`config.mk`:
```
export PLATFORM = sky130hd
export DESIGN_NAME = core_control_fsm_flat
export DESIGN_NICKNAME = d
export VERILOG_FILES = /design/src/rtl/core_control_fsm_pkg.sv /design/src/rtl/core_control_fsm_if.sv /design/src/rtl/core_control_fsm_instr_class_decode.sv /design/src/rtl/core_control_fsm.sv /design/src/flat_wrapper.sv
export SDC_FILE = /design/constraint.sdc
export NUM_CORES = 1
export LEC_CHECK = 0
export ABC_AREA = 1
export BUFFER_PORTS_ARGS = -buffer_cell sky130_fd_sc_hd__buf_2
export CAP_MARGIN = 5
export CORE_MARGIN = 1
export CORE_UTILIZATION = 42
export CTS_CLUSTER_DIAMETER = 60
export DETAILED_ROUTE_END_ITERATION = 10
export PLACE_DENSITY = 0.66
export SETUP_SLACK_MARGIN = 0.15
export SLEW_MARGIN = 20
export SYNTH_ARGS = -nofsm -noshare
export SYNTH_HDL_FRONTEND = slang
export SYNTH_HIERARCHICAL = 1
export SYNTH_SLANG_ARGS = --single-unit
export TNS_END_PERCENT = 10
```
`constraint.sdc`:
```
create_clock -name clk -period 1.65 [get_ports clk]
set_input_delay 0 -clock clk [delete_from_list [all_inputs] [get_ports clk]]
set_output_delay 0 -clock clk [all_outputs]
set_load 0.02 [all_outputs]
```
`src/rtl/core_control_fsm_pkg.sv`:
```
// Shared types and constants for the RV32I multi-cycle control sequencer:
// FSM states, opcode values, mux select encodings and instruction classes.
package core_ctrl_pkg;

    typedef enum logic [3:0] {
        S_IDLE, S_FETCH, S_DECODE, S_EXEC, S_ALUWB, S_MEMADR, S_MEMREAD,
        S_MEMWB, S_MEMWRITE, S_BRANCH, S_JAL, S_JALR, S_HALT
    } state_t;

    localparam logic [6:0] OP_RTYPE  = 7'b0110011;
    localparam logic [6:0] OP_ITYPE  = 7'b0010011;
    localparam logic [6:0] OP_LOAD   = 7'b0000011;
    localparam logic [6:0] OP_STORE  = 7'b0100011;
    localparam logic [6:0] OP_BRANCH = 7'b1100011;
    localparam logic [6:0] OP_JAL    = 7'b1101111;
    localparam logic [6:0] OP_JALR   = 7'b1100111;

    typedef enum logic [1:0] {
        PC_PLUS4  = 2'b00,
        PC_TARGET = 2'b01,
        PC_ALU    = 2'b10
    } pc_src_t;

    typedef enum logic [1:0] {
        RES_ALU  = 2'b00,
        RES_MEM  = 2'b01,
        RES_PC4  = 2'b10
    } result_src_t;

    localparam logic [1:0] ALU_ADD   = 2'b00;
    localparam logic [1:0] ALU_SUB   = 2'b01;
    localparam logic [1:0] ALU_FUNCT = 2'b10;

    localparam logic [2:0] F3_BEQ = 3'b000;
    localparam logic [2:0] F3_BNE = 3'b001;

    typedef enum logic [2:0] {
        CLS_NONE, CLS_R, CLS_I, CLS_LOAD, CLS_STORE, CLS_BRANCH, CLS_JAL, CLS_JALR
    } instr_class_t;

    // Only beq/bne are supported; every other funct3 falls through.
    function automatic logic branch_taken(input logic [2:0] f3, input logic zero);
        return ((f3 == F3_BEQ) && zero) || ((f3 == F3_BNE) && !zero);
    endfunction

endpackage

```
`src/rtl/core_control_fsm_if.sv`:
```
// Shared instruction/data memory port handshake between the control FSM
// (master) and the memory (slave).
interface core_control_fsm_if;
    logic mem_req;
    logic mem_we;
    logic adr_src;
    logic mem_ready;

    modport master (output mem_req, output mem_we, output adr_src, input mem_ready);
    modport slave  (input mem_req, input mem_we, input adr_src, output mem_ready);
endinterface

```
`src/rtl/core_control_fsm_instr_class_decode.sv`:
```
// Combinational opcode classifier; flags any opcode outside the supported set.
module instr_class_decode
    import core_ctrl_pkg::*;
(
    input  logic [6:0]   opcode,
    output instr_class_t cls,
    output logic         illegal
);
    always_comb begin
        cls     = CLS_NONE;
        illegal = 1'b0;
        case (opcode)
            OP_RTYPE:  cls = CLS_R;
            OP_ITYPE:  cls = CLS_I;
            OP_LOAD:   cls = CLS_LOAD;
            OP_STORE:  cls = CLS_STORE;
            OP_BRANCH: cls = CLS_BRANCH;
            OP_JAL:    cls = CLS_JAL;
            OP_JALR:   cls = CLS_JALR;
            default:   illegal = 1'b1;
        endcase
    end
endmodule

```
`src/rtl/core_control_fsm.sv`:
```
// Multi-cycle RV32I control sequencer with memory-wait timeout and sticky halt.
// Optional feature macro: ILLEGAL_TRAP_EN (undefined opcodes halt instead of NOP).
module core_control_fsm
    import core_ctrl_pkg::*;
#(
    parameter int WAIT_LIMIT = 255
) (
    input  logic                clk,
    input  logic                reset,
    input  logic [6:0]          opcode,
    input  logic [2:0]          funct3,
    input  logic                zero,
    core_control_fsm_if.master  mem,
    output logic                ir_write,
    output logic                pc_write,
    output logic [1:0]          pc_src,
    output logic                reg_write,
    output logic [1:0]          result_src,
    output logic                alu_src_b,
    output logic [1:0]          alu_op,
    output logic                halted,
    output logic                mem_timeout,
    output logic                illegal
);
    localparam logic [7:0] WAIT_LAST = 8'(WAIT_LIMIT - 1);

    state_t       state_q, state_d;
    logic [7:0]   wait_q, wait_d;
    logic         timeout_q, timeout_d;
    instr_class_t cls;
    logic         dec_illegal;
    logic         req_c, we_c, adr_c;
    pc_src_t      pc_src_c;
    result_src_t  result_src_c;

`ifdef ILLEGAL_TRAP_EN
    logic illegal_q, illegal_d;
`endif

    instr_class_decode u_decode (
        .opcode  (opcode),
        .cls     (cls),
        .illegal (dec_illegal)
    );

    always_ff @(posedge clk or posedge reset) begin
        if (reset) begin
            state_q   <= S_IDLE;
            wait_q    <= '0;
            timeout_q <= 1'b0;
`ifdef ILLEGAL_TRAP_EN
            illegal_q <= 1'b0;
`endif
        end else begin
            state_q   <= state_d;
            wait_q    <= wait_d;
            timeout_q <= timeout_d;
`ifdef ILLEGAL_TRAP_EN
            illegal_q <= illegal_d;
`endif
        end
    end

    always_comb begin
        state_d      = state_q;
        wait_d       = '0;
        timeout_d    = timeout_q;
`ifdef ILLEGAL_TRAP_EN
        illegal_d    = illegal_q;
`endif
        req_c        = 1'b0;
        we_c         = 1'b0;
        adr_c        = 1'b0;
        ir_write     = 1'b0;
        pc_write     = 1'b0;
        pc_src_c     = PC_PLUS4;
        reg_write    = 1'b0;
        result_src_c = RES_ALU;
        alu_src_b    = 1'b0;
        alu_op       = ALU_ADD;
        halted       = 1'b0;

        case (state_q)
            S_IDLE: state_d = S_FETCH;
            S_FETCH: begin
                req_c = 1'b1;
                if (mem.mem_ready) begin
                    ir_write = 1'b1;
                    state_d  = S_DECODE;
                end
            end
            S_DECODE: begin
                case (cls)
                    CLS_R, CLS_I:        state_d = S_EXEC;
                    CLS_LOAD, CLS_STORE: state_d = S_MEMADR;
                    CLS_BRANCH:          state_d = S_BRANCH;
                    CLS_JAL:             state_d = S_JAL;
                    CLS_JALR:            state_d = S_JALR;
                    default: begin
`ifdef ILLEGAL_TRAP_EN
                        state_d   = S_HALT;
                        illegal_d = 1'b1;
`else
                        state_d   = S_ALUWB;
`endif
                    end
                endcase
            end
            S_EXEC: begin
                alu_op    = ALU_FUNCT;
                alu_src_b = (cls == CLS_I);
                state_d   = S_ALUWB;
            end
            S_ALUWB: begin
                // Unknown opcodes retire here as a NOP: PC advances, no register write.
                reg_write = !dec_illegal;
                pc_write  = 1'b1;
                state_d   = S_FETCH;
            end
            S_MEMADR: begin
                alu_src_b = 1'b1;
                state_d   = (cls == CLS_STORE) ? S_MEMWRITE : S_MEMREAD;
            end
            S_MEMREAD: begin
                req_c = 1'b1;
                adr_c = 1'b1;
                if (mem.mem_ready) state_d = S_MEMWB;
            end
            S_MEMWB: begin
                reg_write    = 1'b1;
                result_src_c = RES_MEM;
                pc_write     = 1'b1;
                state_d      = S_FETCH;
            end
            S_MEMWRITE: begin
                req_c = 1'b1;
                we_c  = 1'b1;
                adr_c = 1'b1;
                if (mem.mem_ready) begin
                    pc_write = 1'b1;
                    state_d  = S_FETCH;
                end
            end
            S_BRANCH: begin
                alu_op   = ALU_SUB;
                pc_write = 1'b1;
                pc_src_c = branch_taken(funct3, zero) ? PC_TARGET : PC_PLUS4;
                state_d  = S_FETCH;
            end
            S_JAL: begin
                reg_write    = 1'b1;
                result_src_c = RES_PC4;
                pc_write     = 1'b1;
                pc_src_c     = PC_TARGET;
                state_d      = S_FETCH;
            end
            S_JALR: begin
                alu_src_b    = 1'b1;
                reg_write    = 1'b1;
                result_src_c = RES_PC4;
                pc_write     = 1'b1;
                pc_src_c     = PC_ALU;
                state_d      = S_FETCH;
            end
            S_HALT:  halted = 1'b1;
            default: state_d = S_HALT;
        endcase

        // A ready arriving on the last allowed wait cycle still completes the access.
        if (req_c && !mem.mem_ready) begin
            if (wait_q == WAIT_LAST) begin
                state_d   = S_HALT;
                timeout_d = 1'b1;
            end else if (wait_q != 8'hFF) begin
                wait_d = wait_q + 8'd1;
            end
        end
    end

    assign mem.mem_req  = req_c;
    assign mem.mem_we   = we_c;
    assign mem.adr_src  = adr_c;
    assign pc_src       = pc_src_c;
    assign result_src   = result_src_c;
    assign mem_timeout  = timeout_q;
`ifdef ILLEGAL_TRAP_EN
    assign illegal      = illegal_q;
`else
    assign illegal      = 1'b0;
`endif
endmodule

```
`src/flat_wrapper.sv`:
```
// flat-port wrapper written by rule: the top's interface ports become plain ports
module core_control_fsm_flat import core_ctrl_pkg::*;
#(
    parameter int WAIT_LIMIT = 255
)
  (clk, reset, opcode, funct3, zero, ir_write, pc_write, pc_src, reg_write, result_src, alu_src_b, alu_op, halted, mem_timeout, illegal, mem_mem_req, mem_mem_we, mem_adr_src, mem_mem_ready);
  core_control_fsm_if mem_i ();
  input  logic clk;
  input  logic reset;
  input  logic [6:0] opcode;
  input  logic [2:0] funct3;
  input  logic zero;
  output logic ir_write;
  output logic pc_write;
  output logic [1:0] pc_src;
  output logic reg_write;
  output logic [1:0] result_src;
  output logic alu_src_b;
  output logic [1:0] alu_op;
  output logic halted;
  output logic mem_timeout;
  output logic illegal;
  output wire logic [$bits(mem_i.mem_req)-1:0] mem_mem_req;
  output wire logic [$bits(mem_i.mem_we)-1:0] mem_mem_we;
  output wire logic [$bits(mem_i.adr_src)-1:0] mem_adr_src;
  input wire logic [$bits(mem_i.mem_ready)-1:0] mem_mem_ready;
  assign mem_mem_req = mem_i.mem_req;
  assign mem_mem_we = mem_i.mem_we;
  assign mem_adr_src = mem_i.adr_src;
  assign mem_i.mem_ready = mem_mem_ready;
  core_control_fsm #(.WAIT_LIMIT(WAIT_LIMIT)) u_core (.clk(clk), .reset(reset), .opcode(opcode), .funct3(funct3), .zero(zero), .mem(mem_i), .ir_write(ir_write), .pc_write(pc_write), .pc_src(pc_src), .reg_write(reg_write), .result_src(result_src), .alu_src_b(alu_src_b), .alu_op(alu_op), .halted(halted), .mem_timeout(mem_timeout), .illegal(illegal));
endmodule
```
After elaboration in Yosys (flattened, before gate mapping). Cells that the tools add are included.

Multiplexer cells: 25. Div/mod/pow operators: 0. Shift-type cells: 0. Reductions and logical operators: 19. Order comparisons: 0. Eq/ne operators: 29. Bitwise gates (word level): 0. $add $sub $neg: 1. Multiply operators: 0.

Operators with widths (number): 4-bit case mux with 8 select lines (1); 4-bit 2-to-1 mux (6); 8-bit 2-to-1 mux (3); 7-bit equality test (second input constant) (3); 3-bit case mux with 7 select lines (1); 4-bit equality test (second input constant) (5); 4-bit case mux with 5 select lines (1); 4-bit by 3-bit equality test with 1-bit output (second input constant) (4); 7-bit by 6-bit equality test with 1-bit output (second input constant) (2); 3-bit equality test (second input constant) (4); 2-bit OR reduction (5); 8-bit by 1-bit adder with 8-bit output (second input constant) (1); 4-bit by 2-bit equality test with 1-bit output (second input constant) (2); 8-bit equality test (second input constant) (1); 8-bit inequality test (second input constant) (1); 2-bit case mux with 2 select lines (2); 7-bit by 2-bit equality test with 1-bit output (second input constant) (1); 7-bit by 5-bit equality test with 1-bit output (second input constant) (1); 1-bit 2-to-1 mux (7); 7-bit OR reduction (1); 3-bit by 1-bit equality test with 1-bit output (second input constant) (2); 3-bit by 2-bit equality test with 1-bit output (second input constant) (2); 1-bit case mux with 2 select lines (3); 2-bit case mux with 3 select lines (1); other kinds (10) (14).

Memory bits (writable): 0. Memories: 0. Memory bits (read-only): 0. Register bits after elaboration: 13. Latch bits: 0. Input port bits: 14. Logic and storage cells: 77. Output and inout bits: 16.

Longest topological paths before layout.
Depth in word-level cells: 8. Mapped depth: 14. Mapped depth without buffers: 14.

Modules after synthesis. The synthesis kept the hierarchy.

By module, submodules not included: core_control_fsm (area each 1012.2 um^2, cells each 153, seq. area each 325.3 um^2, instances 1); instr_class_decode (area each 125.1 um^2, cells each 25, seq. area each 0.0 um^2, instances 1).

Worst setup path before layout. OpenSTA, ideal clock, no wires.

Path kind: flip-flop to flip-flop. Start point: register u_core.wait_q[0]. End point: register u_core.state_q[0]. Data required time: 1.534 ns. Stages on the path, launching flop included: 8. Path slack: 0.388 ns. Arrival time: 1.146 ns. Cells stage by stage: dfrtp_1 inv_1 ha_1 nand2_1 nor3_1 nand3_2 nand2_1 nor2_1.

Longest elaborated chain between the ends: 3.

Ends and longest elaborated chain: from (decl) (line core_control_fsm.sv:28) `logic [7:0] wait_q, wait_d;`; from (signal assigned) (line core_control_fsm.sv:56) `wait_q <= wait_d;`; 8-bit equality test (line core_control_fsm.sv:171) `if (wait_q == WAIT_LAST) begin`; 4-bit 2-to-1 mux (line core_control_fsm.sv:171); 4-bit 2-to-1 mux (line core_control_fsm.sv:170) `if (req_c && !mem.mem_ready) begin`; via u_core.state_d[0] (line core_control_fsm.sv:27) `state_t state_q, state_d;`; to (signal assigned) (line core_control_fsm.sv:55) `state_q <= state_d;`; to (decl) (line core_control_fsm.sv:27).

The timed path passes the listed nets, and every way through them passes these cells. A chain may end at the register's enable or synchronous reset.

Final worst setup path.
Start point: register u_core.state_q[3]. End point: output port pc_write.

Longest elaborated chain between the ends: 3. Elaborated cells on any way between the ends: 8. Those cells by class: 6 x eq/ne; 1 x mux; 1 x reduce/logical.

Ends and longest elaborated chain: 4-bit by 3-bit equality test with 1-bit output or 4-bit equality test (tied branches) (line core_control_fsm.sv:83) `case (state_q)`; 5-bit OR reduction (no line); 1-bit case mux with 2 select lines (*) (line core_control_fsm.sv:83); to (decl) (line flat_wrapper.sv:14) `output logic pc_write;`.

Mark *: on every way between the ends. The rest lies on a longest branch, timed or not.

==> flow_metrics.py <==
metrics = {
    "worst_setup_path": {
        "reg2reg_depth": 6,
        "critPathArrivalTime_ns": 1.44,
        "r2r_slack_ns": 0.29,
        "r2r_end": "u_core/state_q[1]",
        "worstSetupPathType": "reg -> out",
        "reg2reg_from": "u_core/state_q[2]",
        "slowest_delay_ns": 0.46,
        "start_kind": "register",
        "cpMaxStageDelayCell": "dfrtp_1",
        "path_cells": "inv_2 > nor2_4 > nand3_1 > nand2_1 > inv_1 > o211ai_1 > buf_2",
        "critPathMaxFanout": 6,
        "worst_setup_path_end_kind": "output port",
        "critPathRequiredTime_ns": 1.65,
    },
    "route": {
        "firstDrtPassIters": 4,
        "remaining_drc_errors": 0,
        "vias_per_cell": 4.89,
        "routedWlPerCell_um": 10.7,
        "drt-initial-drc-count": 18,
        "drt_wl_total_mm": 2.56,
        "vias": 1173,
        "ant_nets": 0,
    },
    "hold_path": {
        "hold_class": "in -> reg",
        "hold_end": "u_core/wait_q[2]",
        "min_path_cells": 4,
        "holdCritStartpoint": "mem_mem_ready",
    },
    "power": {
        "leakage_nw": 0.755,
        "max-vdd-ir-drop_mv": 0.274,
        "p_per_area_nw_per_um2": 421,
    },
    "yosys": {
        "synth-compound-area-share": 0.0572,
        "synthSimpleGateAreaFrac": 0.480,
        "syn_avg_cell_area_um2": 6.39,
        "ys_types": 28,
        "synth_top_area_share": 0.286,
        "yosys_warnings": 6,
        "seq_area_frac_synth": 0.286,
        "yosys.area.top_type": "dfrtp_1",
        "synthAdderAreaFrac": 0.0220,
        "synth_nets": 194,
        "ys_seq_elements": 13,
        "synthMuxAreaShare": 0,
        "yosys.area_share.xor_xnor": 0.0462,
        "synth_top_family_by_area": "simple AND/OR/NAND/NOR gates",
        "syn_area_um2": 1140,
        "postSynthCellCount": 178,
        "synth_area_leaders": "dfrtp_1 (29%), nand2_1 (14%), nor2_1 (9.9%), inv_1 (8.3%), nand3_1 (6.6%)",
    },
    "clock_network": {
        "numCtsBuffers": 3,
        "htreeDepth": 1,
        "cts_tree": "done",
        "root_buffer": "clkbuf_4",
        "cts.sinks": 13,
        "clockBufferDepth": 2,
        "clk_latency_ns": 0.28,
        "clk_pin_slew_ns": 0.08,
    },
    "floorplanning": {
        "die_h_um": 54.0,
        "io_pins": 30,
        "rows": 18,
        "dieWidth_um": 54.0,
        "dieArea_um2": 2920,
        "core_um2": 2520,
        "initial_utilization": 0.451,
    },
    "sta": {
        "min_period_ns": 1.44,
        "hold_slack_ns": 0.163,
        "worst_slack_ns": 0.208,
        "hold_viol": 0,
        "final.setup_skew_ns": 0.00678,
        "relSlewSlack": 0.665,
        "post-route-period-util": 0.874,
        "fmax_mhz": 693,
        "finalSetupViolations": 0,
        "setup_tns_ns": 0,
        "slew_viol_final": 0,
        "rsz0062_at_grt": "yes",
        "tightest_slew_ns": 0.502,
    },
    "layout": {
        "syn_to_final_growth_pct": 19.6,
        "diodes": 0,
        "final_core_util": 0.539,
        "final_cell_mix": "nand2_1 (43), buf_2 (28), nor2_1 (28)",
        "stdcell_area_um2": 1360,
        "fill_cells": 245,
        "final_common_cell": "nand2_1",
        "final_nets": 227,
        "drive_gt1_frac": 0.286,
    },
    "global_routing": {
        "gr-max-usage-layer": "met2",
        "globalRouteMet1Util": 0.246,
        "antenna_found_initial": 0,
        "overflow": 0,
        "grt_use_total": 0.194,
        "grt_max_degree": 14,
        "grt_pass1_wl_mm": 4.09,
        "grt_use_met2": 0.344,
        "grt_use_met3": 0.0169,
        "grt_pass1_vias": 1027,
    },
    "place": {
        "gp_congestion": 0.836,
        "hpwlAfterDp_mm": 2.11,
        "dpl_cell_area_um2": 1310,
        "portBuffers": 28,
        "pre_cts_ws_ns": 0.234,
    },
    "run_status": {
        "status": "completed",
    },
    "flow_run": {
        "drv_cap": 0,
    },
}
## flip-flops by register name, indices dropped and copies added (netlist names)
name / count
u_core/wait_q: 8
u_core/mem_timeout: 1
u_core/state_q: 4
## critical path: cells and delay by family, from the launching register on
family          cells  cell delay (ns)
buf+inv             3             0.34
simple gates        3             0.31
flops               1             0.46
compound gates      1             0.07
## worst max path at each step
| stage | from | to | cells past startpoint |
|---|---|---|---|
| floorplan | u_core/wait_q[0] | u_core/state_q[0] | 7 |
| global placement | u_core/wait_q[0] | u_core/state_q[0] | 7 |
| detailed placement | u_core/wait_q[0] | u_core/state_q[0] | 7 |
| CTS | u_core/state_q[0] | pc_src[0] | 7 |
| global route | u_core/state_q[3] | pc_src[0] | 7 |
| finish | u_core/state_q[3] | pc_write | 7 |
## metrics by stage
stage               total power [W]  cells
detailed placement         0.000381    235
CTS                        0.000582    240
finish                     0.000573    240
floorplan                  0.000357    178
global placement           0.000378    235
global route               0.000611    240
## synthesized netlist by cell type
master    number
nor2_4         2
o21a_1         1
nor3_1         1
nand2_1       43
nand3_2        1
a21boi_0       1
xnor2_1        1
o21ai_1        1
o31ai_1        1
nand2_4        1
nand3_4        1
and2_1         1
nand4_1        5
nor2_1        30
nand3b_2       1
conb_1         1
nand2_2        8
a21oi_1        2
xor2_1         5
ha_1           2
inv_1         25
inv_2          5
o211ai_1       1
nand3_1       15
buf_4          1
nor2_2         5
o21ai_0        4
dfrtp_1       13
## layout make-up
| cell class | count | area [um2] | share of cell area |
|---|---|---|---|
| sequential | 13 | 327 | 0.240 |
| tap | 30 | 37.5 | 0.0276 |
| multi-input combinational | 134 | 707 | 0.520 |
| clock buffer | 4 | 26.3 | 0.0193 |
| inverter | 30 | 113 | 0.0828 |
| timing repair buffer | 29 | 150 | 0.110 |
## power by group
| group | internal [W] | switching [W] | total [W] |
|---|---|---|---|
| registers | 0.000318 | 0 | 0.000318 |
| logic | 0.0000214 | 0.0000360 | 0.0000574 |
| clock network | 0.0000937 | 0.000103 | 0.000197 |
## per-layer routing
metal,vias to the layer above,part of all wire
met2,26,0.48
met1,524,0.48
met4,0,0.0074
met5,-,0
li1,621,-
met3,2,0.027
## cell families after synthesis
kind of cell	Yosys count
other	1
adder cells (fa/ha/maj)	2
AND/OR/NAND/NOR	114
flip-flops	13
XOR/XNOR	6
buffers and inverters	31
AO/OA/AOI/OAI	11
## timing repair
item	4_1_cts	5_1_grt
cloned	0	0
buffers inserted	0	0
gates resized for setup	1	4
endpoints found under the hold margin	13	0
endpoints found under the setup margin	1	15
hold buffers	1	0
No activity file was read; power rests on OpenSTA's default activity.
